`config.mk`:
```
export PLATFORM = sky130hd
export DESIGN_NAME = seq_booth_mul
export DESIGN_NICKNAME = d
export VERILOG_FILES = /design/src/rtl/seq_booth_mul.sv
export SDC_FILE = /design/constraint.sdc
export NUM_CORES = 1
export LEC_CHECK = 0
export BUFFER_PORTS_ARGS = -buffer_cell sky130_fd_sc_hd__buf_4
export CAP_MARGIN = 20
export CORE_MARGIN = 1
export CORE_UTILIZATION = 50
export CTS_CLUSTER_DIAMETER = 30
export DETAILED_ROUTE_END_ITERATION = 7
export PLACE_DENSITY = 0.74
export SLEW_MARGIN = 20
export SYNTH_ARGS = -nofsm -noshare
export SYNTH_HDL_FRONTEND = slang
export SYNTH_SLANG_ARGS = --single-unit
```
`constraint.sdc`:
```
create_clock -name clk -period 8.5 [get_ports clk]
set_clock_uncertainty 0.15 [all_clocks]
set_input_delay 1.7 -clock clk [delete_from_list [all_inputs] [get_ports clk]]
set_output_delay 1.7 -clock clk [all_outputs]
set_load 0.01 [all_outputs]
```
`src/rtl/seq_booth_mul.sv`:
```
// Multi-cycle radix-2 Booth signed multiplier with start/busy/done handshake.
// Define SEQ_BOOTH_MUL_UNSIGNED_EN to add the sgn port for unsigned operands.
module seq_booth_mul #(
    parameter int WIDTH = 8
) (
    input  logic               clk,
    input  logic               rst_n,
    input  logic               start,
    input  logic [WIDTH-1:0]   a,
    input  logic [WIDTH-1:0]   b,
`ifdef SEQ_BOOTH_MUL_UNSIGNED_EN
    input  logic               sgn,
`endif
    output logic               busy,
    output logic               done,
    output logic [2*WIDTH-1:0] y
);

    localparam int XW = WIDTH + 1;
    localparam int AW = WIDTH + 2;
    localparam int PW = 2 * WIDTH;
    localparam int CW = $clog2(WIDTH + 2);

    typedef enum logic {
        IDLE,
        CALC
    } state_t;

    state_t        state;
    state_t        state_nx;
    logic [AW-1:0] acc;
    logic [AW-1:0] acc_nx;
    logic [XW-1:0] mcand;
    logic [XW-1:0] mcand_nx;
    logic [XW-1:0] mplr;
    logic [XW-1:0] mplr_nx;
    logic          q_m1;
    logic          q_m1_nx;
    logic [CW-1:0] cnt;
    logic [CW-1:0] cnt_nx;
    logic [PW-1:0] y_nx;
    logic          done_nx;

    logic          sign_ext;
    logic [XW-1:0] a_ext;
    logic [XW-1:0] b_ext;
    logic [AW-1:0] mcand_sx;
    logic [AW-1:0] sum;

`ifdef SEQ_BOOTH_MUL_UNSIGNED_EN
    always_comb sign_ext = sgn;
`else
    always_comb sign_ext = 1'b1;
`endif

    always_comb begin
        a_ext    = {sign_ext & a[WIDTH-1], a};
        b_ext    = {sign_ext & b[WIDTH-1], b};
        mcand_sx = {mcand[XW-1], mcand};
    end

    always_ff @(posedge clk or negedge rst_n) begin
        if (!rst_n) begin
            state <= IDLE;
        end else begin
            state <= state_nx;
        end
    end

    always_comb begin
        state_nx = state;
        acc_nx   = acc;
        mcand_nx = mcand;
        mplr_nx  = mplr;
        q_m1_nx  = q_m1;
        cnt_nx   = cnt;
        y_nx     = y;
        done_nx  = 1'b0;
        sum      = acc;

        unique case (state)
            IDLE: begin
                if (start) begin
                    mcand_nx = a_ext;
                    mplr_nx  = b_ext;
                    acc_nx   = '0;
                    q_m1_nx  = 1'b0;
                    cnt_nx   = CW'(WIDTH + 1);
                    state_nx = CALC;
                end
            end
            CALC: begin
                unique case ({mplr[0], q_m1})
                    2'b01:   sum = acc + mcand_sx;
                    2'b10:   sum = acc - mcand_sx;
                    default: sum = acc;
                endcase
                // Arithmetic right shift of {acc, multiplier, q(-1)} as one word.
                acc_nx  = {sum[AW-1], sum[AW-1:1]};
                mplr_nx = {sum[0], mplr[XW-1:1]};
                q_m1_nx = mplr[0];
                cnt_nx  = cnt - CW'(1);
                if (cnt == CW'(1)) begin
                    y_nx     = {acc_nx[WIDTH-2:0], mplr_nx};
                    done_nx  = 1'b1;
                    state_nx = IDLE;
                end
            end
            default: state_nx = IDLE;
        endcase
    end

    always_ff @(posedge clk or negedge rst_n) begin
        if (!rst_n) begin
            acc   <= '0;
            mcand <= '0;
            mplr  <= '0;
            q_m1  <= 1'b0;
            cnt   <= '0;
            y     <= '0;
            done  <= 1'b0;
        end else begin
            acc   <= acc_nx;
            mcand <= mcand_nx;
            mplr  <= mplr_nx;
            q_m1  <= q_m1_nx;
            cnt   <= cnt_nx;
            y     <= y_nx;
            done  <= done_nx;
        end
    end

    always_comb busy = (state == CALC);

endmodule

```
Word-level counts from Yosys, hierarchy flattened
Cells that the tools add are included.
{"block": "op_classes", "addsub": 3, "eq_ne": 4, "mux": 14, "bitwise_logic": 1, "n_reduce_logical": 2}
{"op": "10-bit case mux with 2 select lines", "count": 2}
{"op": "9-bit case mux with 2 select lines", "count": 1}
{"op": "10-bit adder", "count": 1}
{"op": "10-bit two-way mux", "count": 1}
{"op": "10-bit subtractor", "count": 1}
{"op": "9-bit two-way mux", "count": 1}
{"op": "4-bit case mux with 2 select lines", "count": 1}
{"op": "1-bit two-way mux", "count": 5}
{"op": "4-bit by 1-bit equality test with 1-bit output (second input constant)", "count": 1}
{"op": "4-bit two-way mux", "count": 1}
{"op": "1-bit case mux with 2 select lines", "count": 2}
{"op": "2-bit AND reduction", "count": 2}
{"op": "4-bit by 1-bit subtractor with 4-bit output (second input constant)", "count": 1}
{"op": "2-bit by 1-bit equality test with 1-bit output (second input constant)", "count": 1}
{"op": "2-bit equality test (second input constant)", "count": 1}
{"op": "2-bit inequality test (second input constant)", "count": 1}
{"op": "1-bit inverter", "count": 1}
{"block": "totals", "ff_bits": 50, "in_bits": 19, "output_inout_bits": 18}

Depth between registers and ports, before layout
Gate-level depths: netlist (run 1).
{"block": "depth", "ltp_word": 3, "depth_mapped": 13, "mapped_depth_nobuf": 13}

Least setup slack after synthesis (run 1)
OpenSTA, ideal clock, no wires.
{"block": "synth_path", "kind": "register to register", "start": "reg q_m1", "end": "reg y[15]", "arrival_time_ns": 2.621, "t_required_ns": 8.225, "path_slack_ns": 5.604, "path_stages_with_launch": 13, "n_path_buf": 1, "synth_period_minus_slack_ns": 2.896, "path_cell_list": "dfrtp_1 -> inv_1 -> ha_1 -> clkbuf_1 -> mux2_2 -> inv_1 -> ha_1 -> nor2b_4 -> o31a_4 -> o211ai_2 -> nor3b_2 -> o31ai_2 -> mux2_4"}
{"block": "synth_between", "elab_chain_cells": 2, "word_cells_on_any_way": 3, "cone_classes": "eq/ne (2); mux (1)"}
{"element": "start, declared", "line_no": "37", "rtl": "logic q_m1;"}
{"element": "start signal, assigned", "line_no": "126", "rtl": "q_m1 <= q_m1_nx;"}
{"element": "2-bit equality test or 2-bit by 1-bit equality test with 1-bit output (tied branches)", "line_no": "93", "rtl": "unique case ({mplr[0], q_m1})"}
{"element": "10-bit case mux with 2 select lines *", "line_no": "93"}
{"element": "end signal, assigned", "line_no": "128", "rtl": "y <= y_nx;"}
{"element": "end, declared", "line_no": "16", "rtl": "output logic [2*WIDTH-1:0] y"}
Every way passes the cells marked *; elsewhere a longest branch is shown, timed or not.
A chain may end at the register's enable or synchronous reset.

Worst setup path after layout (run 1)
{"block": "layout_path", "start": "reg state (netlist: busy)", "end": "out busy"}
{"element": "start, declared", "line_no": "29", "rtl": "state_t state;"}
{"element": "start signal, assigned", "line_no": "66", "rtl": "state <= state_nx;"}
{"element": "end, declared", "line_no": "14", "rtl": "output logic busy,"}
No word-level cell between the ends.

==> flow_summary.toml, run 1 <==
[clock_network]
clkLatencyLatePin_ps = 300
root_buffer = "clkbuf_8"
cts.repair_timing.setup_buffer_count = 0
htreeDepth = 2
cts.sink_count = 49
cts_resized = 0
cts_hold_buf = 0
cts_tree = "done"
clock_path_buffers = 2
clk_pin_slew_ps = 80
numCtsBuffers = 5

[final_layout]
layout-drive-gt1-share = 0.207
antennaDiodeCount = 0
final_nets = 333
ff_latch_area_mm2 = 0.00123
fin_util = 0.604
fillers = 431
multi_input_area_mm2 = 0.00138
areaGrowthSynthToFinish_pct = 15.1

[global_routing]
antenna_found_initial = 0
grt_max_degree = 50
overflow = 0
grt.total_usage = 0.199
grt_first_pass_wirelength_um = 8420
grt_pass1_vias = 1815

[timing]
hold_viol_final = 0
finalCritPeriodShare = 0.396
tns_ps = 0
min_period_ps = 3370
rsz0062_at_grt = "no"
slew_violations = 0
worst_pin_slew_ps = 937
fmax_mhz = 297
slew_headroom = 0.375
whs_ps = 346
setup_viol = 0

[route]
drt-vias-per-instance = 5.36
dr.pass1.iters = 4
ant_nets = 0
drtIter0Drc = 72
vias = 1983
drc = 0
wirelength_um = 5130
wl_per_cell_um = 13.9

[min_path]
hold_path_class = "flop to flop"
min_path_cells = 1

[logic_synthesis]
synth_largest_area_cell = "dfrtp_1"
synth_enable_flop_cells = 0
yosysWarnings = 0
synth_area_mm2 = 0.00271
syn_avg_cell_area_um2 = 10.2
yosysUniqueCellTypes = 48
syn_nets = 300
yosysTopAreaCellShare = 0.452
synth_seq_cells = 49
synth-seq-area-share = 0.452
syn_inst = 267
async_flop_share = 1.00
synthTopCellsByArea = "dfrtp_1 45%, ha_1 6.0%, nand2_1 5.5%, mux2i_1 4.8%, xnor2_1 3.6%"
synth_ff_type = "dfrtp_1"

[floorplanning]
die_h_um = 75.7
die_width_um = 75.7
core_mm2 = 0.00517
rows = 26
die_area_mm2 = 0.00573
ios = 37
initial_utilization = 0.525

[flow_run]
cap_violations = 0

[critical_path]
path_buf_inv = 1
crit_path_end_kind = "output port"
path_cells = "buf_4"
slowest_stage = "dfrtp_1"
reg2regPathDepth = 11
cp_top_family = "flip-flops"
start_kind = "flop"
critPathMaxStageDelay_ps = 960
crit_type = "flop to output port"
required_ps = 6650
worstPathMaxFanout = 34
arrival_ps = 1520
worstSetupPathDepth = 1

[placed_design]
dp_hpwl_um = 3680
globalplace.congestion = 0.815
numPortBuffers = 36

[run_status]
status = "completed"
-- layout make-up --
type,count,area share
Multi-Input combinational cell,195,0.443
Sequential cell,49,0.392
Timing Repair Buffer,37,0.0889
Tap cell,70,0.0280
Clock buffer,5,0.0220
Inverter,12,0.0144
Clock inverter,2,0.0112
-- cells in the mapped netlist, drive strengths merged, types with 4 or more instances --
cell / n
xnor2: 11
a22o: 4
mux2i: 13
a21oi: 17
nor2b: 4
nor3: 9
nor2: 16
nand2: 40
ha: 13
mux2: 13
inv: 12
dfrtp: 49
clkbuf: 5
buf: 6
o21ai: 19
-- cells by family after synthesis --
group | Yosys count | share of synthesized area
AND/OR/NAND/NOR | 82 | 0.144
XOR/XNOR | 11 | 0.0355
buffers and inverters | 23 | 0.0383
AO/OA/AOI/OAI | 62 | 0.160
multiplexers | 26 | 0.103
flip-flops | 49 | 0.452
adder cells (fa/ha/maj) | 14 | 0.0673
-- flip-flops by register name, indices dropped and copies added, names as in the netlist --
| register | cells |
|---|---|
| y | 16 |
| acc | 9 |
| mplr | 9 |
| mcand | 8 |
| cnt | 4 |
| busy | 1 |
| done | 1 |
| q_m1 | 1 |
-- worst paths after layout --
path                            slack, ps  start        to
worst max register to register       5470   q_m1    acc[8]
max in group asynchronous            6530  rst_n  mcand[4]
worst max-delay path                 5130   busy      busy
worst min register to register        350   y[7]      y[7]
worst min-delay path                  350   y[7]      y[7]
min in group asynchronous            1250  rst_n     y[13]
-- through the flow --
step                setup slack [ps]  instance area [µm²]  instances
CTS                             5120                 3120        370
detailed placement              5430                 3020        363
finish                          5130                 3120        370
floorplan                       5600                 2710        267
global route                    5000                 3120        370
global placement                5470                 3020        363
-- routing by layer --
layer | vias up | part of all wire | global-route usage
met5 | - | 0 | 0
met4 | 0 | 0.021 | 0.0823
met3 | 10 | 0.038 | 0.0529
met2 | 37 | 0.47 | 0.313
met1 | 931 | 0.47 | 0.264
li1 | 1005 | - | -
-- placed cells by master, fill, tap and decap left out, types with 4 or more instances in the layout --
cell,n
buf_4,37
nor2_1,16
ha_1,13
a21oi_1,16
nand2_1,40
mux2_1,8
inv_1,11
dfrtp_1,49
xnor2_1,11
mux2_2,4
a22o_1,4
o21ai_0,16
nor3_1,7
clkbuf_8,5
mux2i_1,13
Power of run 1 is left out: the tool's default activity adds up to more than one toggle a clock period on the data nets, which glitch-free logic cannot reach.
==> run 2: changes to the inputs <==
- ABC_AREA: unset -> 1
- PLACE_DENSITY: 0.74 -> 0.77
- clock period: 8.5 -> 3 ns (I/O delays scaled with it)
==> run 2 against run 1 <==
  * Cell area grew 0.64%
  * Clock-buffer cell count increased by 1
  * Non-clock buffer count is 1 higher
  * Utilization grew 0.77 points
  * Worst setup slack got worse by 4800 ps
  * Highest routed layer unchanged
  * Register-to-register slack worse by 5200 ps
  * Sequential share of layout area decreased by 0.25 points
  * Hold slack got worse by 200 ps
==> flow_summary.toml, run 2 <==
[logic_synthesis]
synth_largest_area_cell = "dfrtp_1"
yosysUniqueCellTypes = 26
synth_ff_type = "dfrtp_1"
synth_seq_cells = 49
yosys.area_share.adder = 0.0676
yosysWarnings = 0
synth_top_family_by_area = "simple AND/OR/NAND/NOR gates"
synthXorXnorAreaFrac = 0.0162
yosysTopAreaCellShare = 0.454
syn_inst = 343
syn_nets = 376
synthMuxAreaShare = 0
async_flop_share = 1.00
synth_compound_area_frac = 0.128
synth-simple-area-share = 0.253
synth-seq-area-share = 0.454
syn_avg_cell_area_um2 = 7.88
synth_area_mm2 = 0.00270
synth_common_cells = "128 x nand2_1, 49 x dfrtp_1, 41 x inv_1"
synthTopCellsByArea = "dfrtp_1 45%, nand2_1 18%, ha_1 6.0%, inv_1 5.7%, nand3_1 3.7%"
synth_enable_flop_cells = 0
yosysMostFrequentCell = "nand2_1"

[final_layout]
ff_latch_area_mm2 = 0.00123
instances_no_fill = 450
fillers = 484
largest_reg_flops = 16
stdcell_area_mm2 = 0.00314
top_register = "y"
final_common_cell = "nand2_1"
layout-drive-gt1-share = 0.147
fin_util = 0.612
antennaDiodeCount = 0
top_regs = "y: 16 flops, acc: 9 flops, mplr: 9 flops"
final_cell_mix = "128 x nand2_1, 49 x dfrtp_1, 41 x inv_1"
areaGrowthSynthToFinish_pct = 16.4
multi_input_area_mm2 = 0.00126
final_nets = 412

[floorplanning]
rows = 26
ios = 37
die_area_mm2 = 0.00570
initial_utilization = 0.526
core_mm2 = 0.00514
die_width_um = 75.5
die_h_um = 75.5

[critical_path]
worstPathMaxFanout = 5
required_ps = 3050
reg2regPathDepth = 18
regToRegSetupSlack_ps = 290
arrival_ps = 2760
crit_path_end_kind = "flop"
crit_type = "flop to flop"
start_kind = "flop"
cp-startpoint = "mcand[0]"
timing.rr.start = "mcand[0]"

[timing]
fmax_mhz = 369
tns_ps = 0
hold_viol_final = 0
setup_viol = 0
worst_pin_slew_ps = 631
slew_violations = 0
slew_headroom = 0.579
min_period_ps = 2710
finalCritPeriodShare = 0.904
rsz0062_at_grt = "no"

[route]
routed.top_layer = "met4"
dr.pass1.iters = 4
drt-vias-per-instance = 5.15
ant_nets = 0
dr_wl_met2_um = 2700
wl_per_cell_um = 12.7
drtIter0Drc = 109
met1_length_um = 2710
wirelength_um = 5710
vias = 2319
drc = 0
route.met3.wl_um = 252

[clock_network]
clock_path_buffers = 2
numCtsBuffers = 5
cts_resized = 0
cts.sink_count = 49
clkLatencyLatePin_ps = 300
cts_tree = "done"
cts.repair_timing.setup_buffer_count = 0
cts_hold_buf = 0
clk_pin_slew_ps = 90
htreeDepth = 2
root_buffer = "clkbuf_8"

[global_routing]
grt_first_pass_wirelength_um = 9110
grt_pass1_vias = 2033
grt.total_usage = 0.214
antenna_found_initial = 0
overflow = 0
grt_max_degree = 50

[placed_design]
globalplace.congestion = 0.898
numPortBuffers = 36
dp_hpwl_um = 4110
post_dp_cell_area_mm2 = 0.00302
dp.cells = 442

[min_path]
hold_path_class = "input port to async pin"

[run_status]
status = "completed"

[flow_run]
cap_violations = 0
==> run 2: cell count changes after synthesis, sizes merged, moves of 5 or more <==
cell | before | now
inv | 12 | 43
nor3 | 9 | 1
nand2 | 40 | 128
mux2i | 13 | 0
nor2 | 16 | 11
xnor2 | 11 | 0
xor2 | 0 | 5
nand3 | 2 | 20
a21oi | 17 | 10
o21ai | 19 | 26
mux2 | 13 | 0
o221ai | 0 | 5
==> run 2: final timing paths <==
path / end
max: acc[6]
min: y[4]
min in group clk: y[6]
min reg2reg: y[6]
max in group asynchronous: acc[5]
max reg2reg: acc[6]
==> run 2: layout make-up <==
cell class / instances / area share
clock inverter: 2 / 0.0119
sequential: 49 / 0.390
tap: 70 / 0.0279
timing repair buffer: 38 / 0.0907
multi-input combinational: 240 / 0.400
inverter: 45 / 0.0537
clock buffer: 6 / 0.0263
==> run 2: cell families (layout without fill, tap and decap cells) <==
family	count (synthesis)	count (layout)
simple gates	166	166
compound gates	55	55
buf+inv	54	91
flops	49	49
fa+ha+maj	14	14
xor+xnor	5	5
==> run 2: metrics by stage <==
stage	setup slack, ps	hold WS, ps
floorplan	589	154
global placement	451	308
detailed placement	358	310
CTS	278	170
global route	47.5	192
finish	287	144
==> run 2: worst max-delay path, cell delays in order (launching register included) <==
cell      delay, ps
dfrtp_1         390
inv_1           110
ha_1            160
inv_1            60
nor2_1          130
inv_1            70
nor3_1          170
a21oi_1         110
xor2_1          140
inv_1            60
ha_1            330
nand2_1         120
inv_1            50
a21oi_1         180
nand3b_1        100
nand3_1          80
nand2_1          80
nand2_1          60
nand2_1          50
==> run 2: per-layer routing <==
| layer | vias up | GRT usage |
|---|---|---|
| li1 | 1178 | - |
| met1 | 1084 | 0.286 |
| met2 | 52 | 0.355 |
| met3 | 5 | 0.0450 |
| met4 | 0 | 0.0535 |
| met5 | - | 0 |
Power of run 2 is left out for the same reason.
